<file path="config.mk">
export PLATFORM = sky130hd
export DESIGN_NAME = vga_timing
export DESIGN_NICKNAME = d
export VERILOG_FILES = /design/src/rtl/vga_timing.sv
export SDC_FILE = /design/constraint.sdc
export NUM_CORES = 1
export LEC_CHECK = 0
export BUFFER_PORTS_ARGS = -buffer_cell sky130_fd_sc_hd__buf_2
export CORE_ASPECT_RATIO = 1.1
export CORE_UTILIZATION = 50
export CTS_CLUSTER_SIZE = 16
export DETAILED_ROUTE_END_ITERATION = 8
export PLACE_DENSITY_LB_ADDON = 0.2
export RECOVER_POWER = 25
export SLEW_MARGIN = 10
export SYNTH_ARGS = -nofsm -noshare
export SYNTH_HDL_FRONTEND = slang
export SYNTH_SLANG_ARGS = --single-unit
</file>
<file path="constraint.sdc">
create_clock -name clk -period 2.2 [get_ports clk]
set_input_delay 0.11 -clock clk [delete_from_list [all_inputs] [get_ports clk]]
set_output_delay 0.11 -clock clk [all_outputs]
set_load 0.05 [all_outputs]
</file>
<file path="src/rtl/vga_timing.sv">
// VGA raster timing generator: column/line counters with registered sync,
// visible-area, frame-start and frame-count outputs, all advanced by pix_en.
module vga_timing #(
   parameter int H_VISIBLE = 640,
   parameter int H_FRONT   = 16,
   parameter int H_SYNC    = 96,
   parameter int H_BACK    = 48,
   parameter int V_VISIBLE = 480,
   parameter int V_FRONT   = 10,
   parameter int V_SYNC    = 2,
   parameter int V_BACK    = 33
) (
   input  logic       clk,
   input  logic       rst_n,
   input  logic       pix_en,
   output logic [9:0] colPos,
   output logic [9:0] rowPos,
   output logic       hsync,
   output logic       vsync,
   output logic       visible,
   output logic       frame_start,
   output logic [7:0] frame_count
);

   localparam int H_TOTAL = H_VISIBLE + H_FRONT + H_SYNC + H_BACK;
   localparam int V_TOTAL = V_VISIBLE + V_FRONT + V_SYNC + V_BACK;

   localparam logic [9:0] H_LAST = 10'(H_TOTAL - 1);
   localparam logic [9:0] V_LAST = 10'(V_TOTAL - 1);
   localparam logic [9:0] H_VIS  = 10'(H_VISIBLE);
   localparam logic [9:0] V_VIS  = 10'(V_VISIBLE);
   localparam logic [9:0] HS_BEG = 10'(H_VISIBLE + H_FRONT);
   localparam logic [9:0] HS_END = 10'(H_VISIBLE + H_FRONT + H_SYNC - 1);
   localparam logic [9:0] VS_BEG = 10'(V_VISIBLE + V_FRONT);
   localparam logic [9:0] VS_END = 10'(V_VISIBLE + V_FRONT + V_SYNC - 1);

   logic       col_wrap;
   logic       row_wrap;
   logic       frame_wrap;
   logic [9:0] col_nxt;
   logic [9:0] row_nxt;

   // Next counter position; the decoded outputs are derived from it so they
   // land in the same register stage as the counters (zero skew).
   always_comb begin
      col_wrap   = (colPos == H_LAST);
      row_wrap   = (rowPos == V_LAST);
      frame_wrap = col_wrap && row_wrap;
      col_nxt    = col_wrap ? '0 : colPos + 10'd1;
      row_nxt    = rowPos;
      if (col_wrap)
         row_nxt = row_wrap ? '0 : rowPos + 10'd1;
   end

   // Counters and registered timing outputs; frame_start is a single-clock pulse.
   always_ff @(posedge clk or negedge rst_n) begin
      if (!rst_n) begin
         colPos      <= '0;
         rowPos      <= '0;
         hsync       <= 1'b1;
         vsync       <= 1'b1;
         visible     <= 1'b0;
         frame_start <= 1'b0;
         frame_count <= '0;
      end else begin
         frame_start <= pix_en && frame_wrap;
         if (pix_en) begin
            colPos  <= col_nxt;
            rowPos  <= row_nxt;
            hsync   <= !((col_nxt >= HS_BEG) && (col_nxt <= HS_END));
            vsync   <= !((row_nxt >= VS_BEG) && (row_nxt <= VS_END));
            visible <= (col_nxt < H_VIS) && (row_nxt < V_VIS);
            if (frame_wrap)
               frame_count <= frame_count + 8'd1;
         end
      end
   end

endmodule

</file>
==> results of run 1 <==
-- sequential cells by signal, indices dropped and copies added (netlist names) --
name	flops
hsync	1
frame_count	8
frame_start	1
vsync	1
visible	1
rowPos	10
colPos	10
-- what timing repair did --
action | in CTS | in global routing
hold buffers | 1 | 0
gates resized for setup | 0 | 1
setup endpoints to repair | 0 | 1
endpoints found under the hold margin | 30 | 0
-- power groups by stage --
| stage | Combinational, mW | Clock [mW] | Sequential (mW) |
|---|---|---|---|
| after floorplan | 0.171 | 0 | 0.928 |
| after global placement | 0.468 | 0 | 0.746 |
| after detailed placement | 0.475 | 0 | 0.750 |
| after CTS | 0.480 | 0.643 | 0.741 |
| after global routing | 0.516 | 0.666 | 0.759 |
| final | 0.477 | 0.622 | 0.741 |
-- path summary, 6_finish.rpt --
kind	cells past startpoint	endpoint	from
worst max-delay path	7	visible	colPos[1]
worst min-delay path	2	visible	pix_en
worst max register to register	7	visible	colPos[1]
worst min register to register	1	frame_count[7]	frame_count[7]
max in group asynchronous	2	colPos[5]	rst_n
min in group asynchronous	2	rowPos[2]	rst_n
-- routing by layer --
metal	vias up	global-route usage	part of all wire	wire length, um
met2	52	0.363	0.47	1990
met1	796	0.319	0.47	1990
met3	6	0.0602	0.045	192
met5	-	0	0	0
met4	0	0.0909	0.017	70
li1	821	-	-	-
-- cell type report --
| type | count | area [um2] | area share |
|---|---|---|---|
| Clock inverter | 1 | 30.0 | 0.0130 |
| Clock buffer | 7 | 96.3 | 0.0417 |
| Tap cell | 50 | 62.6 | 0.0271 |
| Sequential cell | 32 | 813 | 0.352 |
| Inverter | 8 | 30.0 | 0.0130 |
| Timing Repair Buffer | 44 | 246 | 0.107 |
| Multi-Input combinational cell | 158 | 1030 | 0.446 |
-- per-stage QoR --
step           power, mW  setup slack, ns  instances  hold slack, ns  cell area (um2)
2_1_floorplan       1.10           0.0279        211          -0.186             1940
3_3_place_gp        1.21            0.243        291           0.198             2170
3_5_place_dp        1.23           0.0690        291           0.204             2170
4_1_cts             1.86           0.0643        300           0.226             2310
5_1_grt             1.94          0.00829        300           0.246             2310
6_report            1.84            0.111        300           0.233             2310
-- layout by cell type, fill, tap and decap left out, types with 7 or more instances in the layout --
master	count
nand2_1	30
nor2_1	13
buf_4	9
dfrtp_1	22
clkbuf_8	7
dfrtp_2	8
xnor2_1	10
inv_1	8
o21ai_0	15
nand4_1	8
buf_2	33
-- cell families (layout without fill, tap and decap cells) --
logic type      Yosys count  count (layout)
simple gates             93              93
compound gates           38              38
flops                    32              32
buf+inv                  21              60
xor+xnor                 16              16
mux                       6               6
fa+ha+maj                 5               5
==> flow_metrics.env, run 1 <==
export IMPL_critical_path_top_delay_family="compound AO/OA/AOI/OAI gates"
export IMPL_synthFlopType="dfrtp_1"
export IMPL_syn_avg_cell_area_um2=9.13
export IMPL_synth_top_area_share=0.390
export IMPL_vias_per_cell=5.58
export IMPL_cts_tree="yes"
export IMPL_grt_total_usage=0.237
export IMPL_dieArea_um2=4110
export IMPL_wl_per_cell_um=14.1
export IMPL_arrival_ns=2.28
export IMPL_drt_initial_drc_count=124
export IMPL_p_sw_mw=0.649
export IMPL_io_buffers=34
export IMPL_peakVddDrop_mv=0.288
export IMPL_synth_distinct_cells=49
export IMPL_clock_power_share=0.338
export IMPL_synth_cells=211
export IMPL_synthSimpleGateAreaFrac=0.269
export IMPL_power_leakage_nw=1.06
export IMPL_synthesis_nets=219
export IMPL_synth_compound_area_share=0.127
export IMPL_synth_top_family_by_area="simple AND/OR/NAND/NOR gates"
export IMPL_grt_overflow=0
export IMPL_crit_chain="ha_1 -> and3_2 -> nand2_1 -> o311a_1 -> o311ai_0 -> o21ai_0 -> o32ai_1"
export IMPL_cp_slowest_cell="dfrtp_2"
export IMPL_final_nets=257
export IMPL_worst_r2r_setup_slack_ns=0.11
export IMPL_clk_pin_slew_ns=0.07
export IMPL_ios=35
export IMPL_cts_setup_buffers=0
export IMPL_status="finished, final reports clean"
export IMPL_path_buf_inv=0
export IMPL_async_flop_share=1.00
export IMPL_initial_core_util=0.527
export IMPL_cp_start_kind="flip-flop"
export IMPL_insertion_delay_ns=0.29
export IMPL_power_density_nw_per_um2=797
export IMPL_synth_fa_ha_area_frac=0.0325
export IMPL_ys_ff_latch=32
export IMPL_core_rowCount=23
export IMPL_tightestPinTransition_ns=0.699
export IMPL_cts_buffers=5
export IMPL_h_tree_depth=2
export IMPL_ys_seq_area_frac=0.417
export IMPL_cts_root_buf="clkbuf_8"
export IMPL_die_h_um=67.1
export IMPL_ant_nets=0
export IMPL_core_area_um2=3650
export IMPL_drc_errors=0
export IMPL_combPwrFrac=0.259
export IMPL_synthMuxAreaShare=0.0331
export IMPL_grt_setup_unrepaired="false"
export IMPL_p_int_mw=1.19
export IMPL_antenna_found_initial=0
export IMPL_antenna_cells=0
export IMPL_synth_edff_count=0
export IMPL_grt_max_degree=33
export IMPL_grt_pass1_wl_mm=7.09
export IMPL_drv_cap=0
export IMPL_first_global_vias=1535
export IMPL_slew_headroom=0.534
export IMPL_syn_to_final_growth_pct=19.8
export IMPL_cp_slowest_stage_delay_ns=0.41
export IMPL_seq_power_share=0.403
export IMPL_synth_common_cells="dfrtp_1 (30), nand2_1 (30), o21ai_0 (15), nor2_1 (13), xnor2_1 (10)"
export IMPL_switching_share=0.353
export IMPL_slew_viol_final=0
export IMPL_yosysTopAreaCell="dfrtp_1"
export IMPL_drive_above_1_share=0.288
export IMPL_drt_wl_total_mm=4.24
export IMPL_fmax_ghz=0.479
export IMPL_fin_util=0.632
export IMPL_route_vias_total=1675
export IMPL_fillCellCount=312
export IMPL_yosysWarnings=0
export IMPL_worstPathRequired_ns=2.39
export IMPL_syn_area_um2=1930
export IMPL_cp_max_fo=6
export IMPL_setup_violations=0
export IMPL_die_x_um=61.2
export IMPL_drtPass1Iterations=4
export IMPL_clockBufferDepth=2
export IMPL_min_period_ns=2.09
export IMPL_gp_congestion=0.780
export IMPL_dpl_hpwl_mm=3.05
export IMPL_post_route_period_util=0.950
export IMPL_path_class="reg -> reg"
export IMPL_finalHoldViolCount=0
export IMPL_synthTopCellsByArea="dfrtp_1 (39%), nand2_1 (5.8%), xnor2_1 (4.5%), o21ai_0 (3.9%), ha_1 (3.2%)"
export IMPL_synth_xor_area_share=0.0727
export IMPL_hold_class="in -> reg"
export IMPL_skew_ns=0.00730
export IMPL_cp_end_kind="flip-flop"
export IMPL_fin_setup_tns_ns=0
export IMPL_cts_sinks=32
No activity file was read; power rests on OpenSTA's default activity.
==> run 2: changes to the inputs <==
--- a/config.mk
+++ b/config.mk
@@ -7,12 +7,12 @@
 export LEC_CHECK = 0
 export BUFFER_PORTS_ARGS = -buffer_cell sky130_fd_sc_hd__buf_2
 export CORE_ASPECT_RATIO = 1.1
-export CORE_UTILIZATION = 50
+export CORE_UTILIZATION = 55
 export CTS_CLUSTER_SIZE = 16
 export DETAILED_ROUTE_END_ITERATION = 8
 export PLACE_DENSITY_LB_ADDON = 0.2
-export RECOVER_POWER = 25
-export SLEW_MARGIN = 10
+export RECOVER_POWER = 50
+export SLEW_MARGIN = 20
 export SYNTH_ARGS = -nofsm -noshare
 export SYNTH_HDL_FRONTEND = slang
 export SYNTH_SLANG_ARGS = --single-unit
==> constraint.sdc (replaced) <==
create_clock -name clk -period 2.56 [get_ports clk]
set_input_delay 0.128 -clock clk [delete_from_list [all_inputs] [get_ports clk]]
set_output_delay 0.128 -clock clk [all_outputs]
set_load 0.05 [all_outputs]
==> run 2 against run 1 <==
Compared with the run above:
- the flow now finishes with violations (capacitance limit, slew limit)
- via count is 2.8% lower
- combinational power down 19%
- clock skew decreased by 0.0027 ns
==> flow_metrics.env, run 2 (same netlist as run 1, synthesis figures left out) <==
export IMPL_status="finished, violations left"
export IMPL_violations="capacitance limit, slew limit"
export IMPL_cp_max_fo=9
export IMPL_antenna_found_initial=0
export IMPL_drv_cap=1
export IMPL_ant_nets=0
export IMPL_route_vias_total=1628
export IMPL_clockBufferDepth=2
export IMPL_final_nets=249
export IMPL_core_area_um2=3330
export IMPL_hold_class="in -> reg"
export IMPL_use_met1=0.308
export IMPL_h_tree_depth=2
export IMPL_path_class="reg -> reg"
export IMPL_wl_per_cell_um=13.5
export IMPL_arrival_ns=2.56
export IMPL_p_sw_mw=0.531
export IMPL_slew_headroom=-0.0921
export IMPL_ios=35
export IMPL_clock_power_share=0.230
export IMPL_insertion_delay_ns=0.34
export IMPL_grt_total_usage=0.232
export IMPL_drtPass1Iterations=4
export IMPL_drt_wl_total_mm=3.92
export IMPL_cts_resized_gates=0
export IMPL_seq_power_share=0.482
export IMPL_worstPathRequired_ns=2.82
export IMPL_p_int_mw=0.798
export IMPL_drc_errors=0
export IMPL_syn_to_final_growth_pct=11.6
export IMPL_drive_above_1_share=0.161
export IMPL_dpl_hpwl_mm=2.74
export IMPL_largestRegisters="colPos: 10 flops, rowPos: 10 flops, frame_count: 8 flops"
export IMPL_dieArea_um2=3740
export IMPL_switching_share=0.400
export IMPL_cp_start_kind="flip-flop"
export IMPL_setup_violations=0
export IMPL_mostFrequentLayoutCells="nand2_1 (30), dfrtp_1 (30), buf_2 (19)"
export IMPL_cts_buffers=5
export IMPL_dp_cells=281
export IMPL_skew_ns=0.00458
export IMPL_power_density_nw_per_um2=618
export IMPL_clk_pin_slew_ns=0.10
export IMPL_post_route_period_util=0.896
export IMPL_cts_root_buf="clkbuf_4"
export IMPL_io_buffers=34
export IMPL_slew_viol_final=33
export IMPL_core_rowCount=22
export IMPL_cts_sinks=32
export IMPL_first_global_vias=1457
export IMPL_antenna_cells=0
export IMPL_grt_setup_unrepaired="false"
export IMPL_fin_setup_tns_ns=0
export IMPL_fmax_ghz=0.436
export IMPL_drt_initial_drc_count=60
export IMPL_power_leakage_nw=0.949
export IMPL_grtUsageMet2=0.364
export IMPL_initial_core_util=0.579
export IMPL_top_usage_layer="met2"
export IMPL_cts_tree="yes"
export IMPL_die_x_um=58.4
export IMPL_min_period_ns=2.29
export IMPL_peakVddDrop_mv=0.357
export IMPL_cp_end_kind="flip-flop"
export IMPL_tightestPinTransition_ns=1.64
export IMPL_grt_use_met3=0.0587
export IMPL_vias_per_cell=5.61
export IMPL_combPwrFrac=0.289
export IMPL_finalHoldViolCount=0
export IMPL_grt_overflow=0
export IMPL_die_h_um=64.1
export IMPL_grt_pass1_wl_mm=6.60
export IMPL_finalNonFillerCells=290
export IMPL_ctsHoldBuffers=1
export IMPL_gp_congestion=0.883
export IMPL_grt_max_degree=33
export IMPL_cts_setup_buffers=0
## run 2: cell types whose count changed in the layout (fill, tap and decap cells not counted)
| cell | previous run | this run |
|---|---|---|
| clkbuf_4 | 0 | 5 |
| dfrtp_1 | 22 | 30 |
| buf_4 | 9 | 1 |
| dfrtp_2 | 8 | 0 |
| and3_2 | 1 | 0 |
| clkbuf_8 | 7 | 1 |
| bufinv_16 | 1 | 0 |
| and3_1 | 4 | 5 |
| clkbuf_1 | 1 | 17 |
| buf_2 | 33 | 19 |
## run 2: critical path, stage by stage (launching register included)
cell	delay (ns)
dfrtp_1	0.47
or4_4	0.59
nor3_4	0.29
and2_1	0.36
nand4_4	0.15
nor3_2	0.20
xor2_1	0.16
## run 2: power by group through the flow
stage,Sequential [mW],Combinational (mW),Clock (mW)
detailed placement,0.648,0.388,0
global route,0.652,0.418,0.335
CTS,0.638,0.392,0.315
finish,0.640,0.384,0.305
floorplan,0.794,0.147,0
global placement,0.645,0.386,0
## run 2: path summary, 6_finish.rpt
kind	from	to	slack, ns	cells after the start
setup / recovery	rowPos[5]	frame_count[7]	0.27	6
hold / removal	pix_en	colPos[9]	0.19	3
setup reg to reg	rowPos[5]	frame_count[7]	0.27	6
hold reg to reg	frame_count[7]	frame_count[7]	0.47	1
max in group asynchronous	rst_n	frame_count[1]	0.88	2
min in group asynchronous	rst_n	colPos[6]	0.75	2
## run 2: final cells by class
class	instances	area [um2]
clock buffers	8	58.8
fillers	316	1180
inverters	8	30.0
well taps	48	60.1
multi-input cells	158	1030
flip-flops and latches	32	803
repair buffers	36	169
## run 2: metrics by stage
| step | hold WS [ns] | power, mW | area, um2 | utilization | worst slack [ns] |
|---|---|---|---|---|---|
| 6_report | 0.195 | 1.33 | 2150 | 0.645 | 0.266 |
| 5_1_grt | 0.191 | 1.40 | 2150 | 0.645 | 0.139 |
| 4_1_cts | 0.176 | 1.35 | 2170 | 0.651 | 0.262 |
| 3_5_place_dp | 0.217 | 1.04 | 2100 | 0.630 | 0.292 |
| 3_3_place_gp | 0.216 | 1.03 | 2100 | 0.630 | 0.365 |
| 2_1_floorplan | -0.168 | 0.941 | 1930 | - | 0.165 |
## run 2: metal layers
metal,routed length [um],part of all wire
met2,1820,0.46
met5,0,0
met4,52,0.013
met1,1890,0.48
met3,162,0.041
==> run 3: changes to the inputs <==
--- a/config.mk
+++ b/config.mk
@@ -5,8 +5,8 @@
 export SDC_FILE = /design/constraint.sdc
 export NUM_CORES = 1
 export LEC_CHECK = 0
+export ABC_AREA = 1
 export BUFFER_PORTS_ARGS = -buffer_cell sky130_fd_sc_hd__buf_2
-export CORE_ASPECT_RATIO = 1.1
 export CORE_UTILIZATION = 55
 export CTS_CLUSTER_SIZE = 16
 export DETAILED_ROUTE_END_ITERATION = 8
==> run 3 against run 2 <==
Compared with the run above:
- maximum frequency rose by 11%
- flip-flop and latch count did not move
- via count rose by 12%
- final cell count rose by 21%
- core utilization rose by 0.73 points
- global-route usage rose by 3.1 points
- critical path depth rose by 4
- the run still ends with capacitance limit, slew limit left
- sequential power rose by 8.0%
- first-iteration DRC count rose by 83%
- sequential share of layout area fell by 1.1 points
==> flow_metrics.env, run 3 <==
export IMPL_status="finished, violations left"
export IMPL_violations="capacitance limit, slew limit"
export IMPL_cp_end_kind="flip-flop"
export IMPL_dieArea_um2=3840
export IMPL_synth_common_cells="nand2_1 (83), dfrtp_1 (30), inv_1 (30), nor2_1 (28), nand3_1 (20)"
export IMPL_grt_overflow=0
export IMPL_skew_ns=0.0101
export IMPL_final_area_um2=2210
export IMPL_drive_above_1_share=0.138
export IMPL_peakVddDrop_mv=0.430
export IMPL_core_rowCount=21
export IMPL_io_buffers=34
export IMPL_drt_initial_drc_count=110
export IMPL_syn_to_final_growth_pct=11.8
export IMPL_dpl_hpwl_mm=3.12
export IMPL_fin_util=0.653
export IMPL_dp_cells=343
export IMPL_clockBufferDepth=2
export IMPL_crit_chain="ha_1 -> nand2_2 -> nor2_4 -> nand3_4 -> nor2_4 -> nand2_4 -> nor2_4 -> nand3_2 -> o21ai_1 -> nand2_1"
export IMPL_vias_per_cell=5.20
export IMPL_antenna_cells=0
export IMPL_grt_total_usage=0.262
export IMPL_power_leakage_nw=1.10
export IMPL_worst_r2r_setup_slack_ns=0.50
export IMPL_synth_cells=269
export IMPL_tightestPinTransition_ns=1.65
export IMPL_fillCellCount=318
export IMPL_synth_top_area_share=0.380
export IMPL_cp_start_kind="flip-flop"
export IMPL_antenna_found_initial=0
export IMPL_drtPass1Iterations=4
export IMPL_wl_per_cell_um=12.4
export IMPL_cts_sinks=32
export IMPL_synth_edff_count=0
export IMPL_initial_core_util=0.584
export IMPL_core_area_um2=3390
export IMPL_r2r_end="frame_count[7]"
export IMPL_critical_path_top_delay_family="simple AND/OR/NAND/NOR gates"
export IMPL_yosysWarnings=0
export IMPL_h_tree_depth=2
export IMPL_route_vias_total=1824
export IMPL_async_flop_share=1.00
export IMPL_cts_buffers=5
export IMPL_hold_depth=3
export IMPL_die_h_um=62.0
export IMPL_synthTopCellsByArea="dfrtp_1 (38%), nand2_1 (16%), inv_1 (5.7%), nor2_1 (5.3%), nand3_1 (5.1%)"
export IMPL_hold_class="in -> reg"
export IMPL_worstPathRequired_ns=2.78
export IMPL_yosysMostFrequentCell="nand2_1"
export IMPL_path_buf_inv=0
export IMPL_cts_setup_buffers=0
export IMPL_mostFrequentLayoutCells="nand2_1 (83), inv_1 (30), dfrtp_1 (30)"
export IMPL_syn_avg_cell_area_um2=7.35
export IMPL_ant_nets=0
export IMPL_drc_errors=0
export IMPL_syn_area_um2=1980
export IMPL_grt_max_degree=34
export IMPL_slew_headroom=-0.103
export IMPL_synthesis_nets=277
export IMPL_first_global_vias=1619
export IMPL_cts_tree="yes"
export IMPL_ios=35
export IMPL_report_power_total_mw=1.56
export IMPL_setup_violations=0
export IMPL_post_route_period_util=0.805
export IMPL_yosysTopAreaCell="dfrtp_1"
export IMPL_grt_setup_unrepaired="false"
export IMPL_cp_slowest_stage_delay_ns=0.44
export IMPL_insertion_delay_ns=0.33
export IMPL_power_density_nw_per_um2=705
export IMPL_ys_ff_latch=32
export IMPL_layout_commonest_cell="nand2_1"
export IMPL_reg2reg_from="colPos[1]"
export IMPL_largestRegisters="colPos: 10 flops, rowPos: 10 flops, frame_count: 8 flops"
export IMPL_fin_setup_tns_ns=0
export IMPL_finalNonFillerCells=351
export IMPL_min_from="pix_en"
export IMPL_slew_viol_final=33
export IMPL_cts_root_buf="clkbuf_4"
export IMPL_synthFlopType="dfrtp_1"
export IMPL_regArea_um2=803
export IMPL_crit_path_frequent_cell="nor2_4"
export IMPL_cp_max_fo=18
export IMPL_whs_endpoint="vsync"
export IMPL_grt_pass1_wl_mm=7.27
export IMPL_die_x_um=62.0
export IMPL_final_nets=313
export IMPL_min_period_ns=2.06
export IMPL_path_class="reg -> reg"
export IMPL_ys_seq_area_frac=0.406
export IMPL_drt_wl_total_mm=4.34
export IMPL_gp_congestion=0.874
export IMPL_fmax_ghz=0.485
export IMPL_drv_cap=1
export IMPL_arrival_ns=2.28
export IMPL_multi_input_area_um2=1020
export IMPL_cp_slowest_cell="dfrtp_1"
export IMPL_synth_distinct_cells=31
export IMPL_reg2reg_depth=10
export IMPL_finalHoldViolCount=0
export IMPL_placed_cell_area_um2=2180
export IMPL_clk_pin_slew_ns=0.10
## run 3: report_power, final
group          switching [mW]  leakage [nW]  internal (mW)
combinational           0.452         0.666          0.145
clock                   0.170        0.0281          0.101
sequential              0.117         0.405          0.575
total                   0.739          1.10          0.821
## run 3: worst max-delay path by stage
stage / start / to / slack, ns / cells past startpoint
final: colPos[1] / frame_count[7] / 0.50 / 10
after global routing: colPos[1] / frame_count[7] / 0.29 / 10
after CTS: colPos[1] / frame_count[7] / 0.51 / 10
after detailed placement: colPos[1] / frame_count[7] / 0.53 / 10
after global placement: colPos[1] / frame_count[7] / 0.64 / 10
after floorplan: colPos[1] / frame_count[7] / 0.38 / 10
## run 3: repair_timing
| item | in CTS | in global routing |
|---|---|---|
| hold buffers | 1 | 0 |
| gates resized for setup | 0 | 0 |
| endpoints found under the hold margin | 30 | 0 |
| endpoints found under the setup margin | 0 | 0 |
## run 3: cells by family after synthesis
logic type | after synthesis | synth area share
and+or+nand+nor | 154 | 0.357
AOI/OAI and AO/OA | 28 | 0.0772
muxes | 1 | 0.00569
adders and majority gates | 5 | 0.0316
xor gates and xnor gates | 10 | 0.0443
DFF | 32 | 0.406
buffers and inverters | 39 | 0.0778
## run 3: area by class of cell
type	instances	share of cell area
Clock buffer	6	0.0187
Tap cell	46	0.0260
Sequential cell	32	0.363
Inverter	33	0.0560
Timing Repair Buffer	35	0.0724
Clock inverter	1	0.00226
Multi-Input combinational cell	198	0.462
## run 3: per-layer routing
| metal | global-route usage | share of wire | vias to the layer above |
|---|---|---|---|
| li1 | - | - | 924 |
| met1 | 0.344 | 0.44 | 826 |
| met2 | 0.432 | 0.48 | 70 |
| met3 | 0.0497 | 0.066 | 4 |
| met4 | 0.0952 | 0.0085 | 0 |
| met5 | 0 | 0 | - |
## run 3: through the flow
step	hold WS [ns]	setup slack, ns
2_1_floorplan	-0.168	0.384
6_report	0.299	0.499
4_1_cts	0.156	0.510
5_1_grt	0.342	0.294
3_5_place_dp	0.219	0.526
3_3_place_gp	0.213	0.645
## run 3: worst min-delay path, cell delays in order
cell      delay [ns]
clkbuf_1        0.28
nor2_1          0.18
a21oi_1         0.04
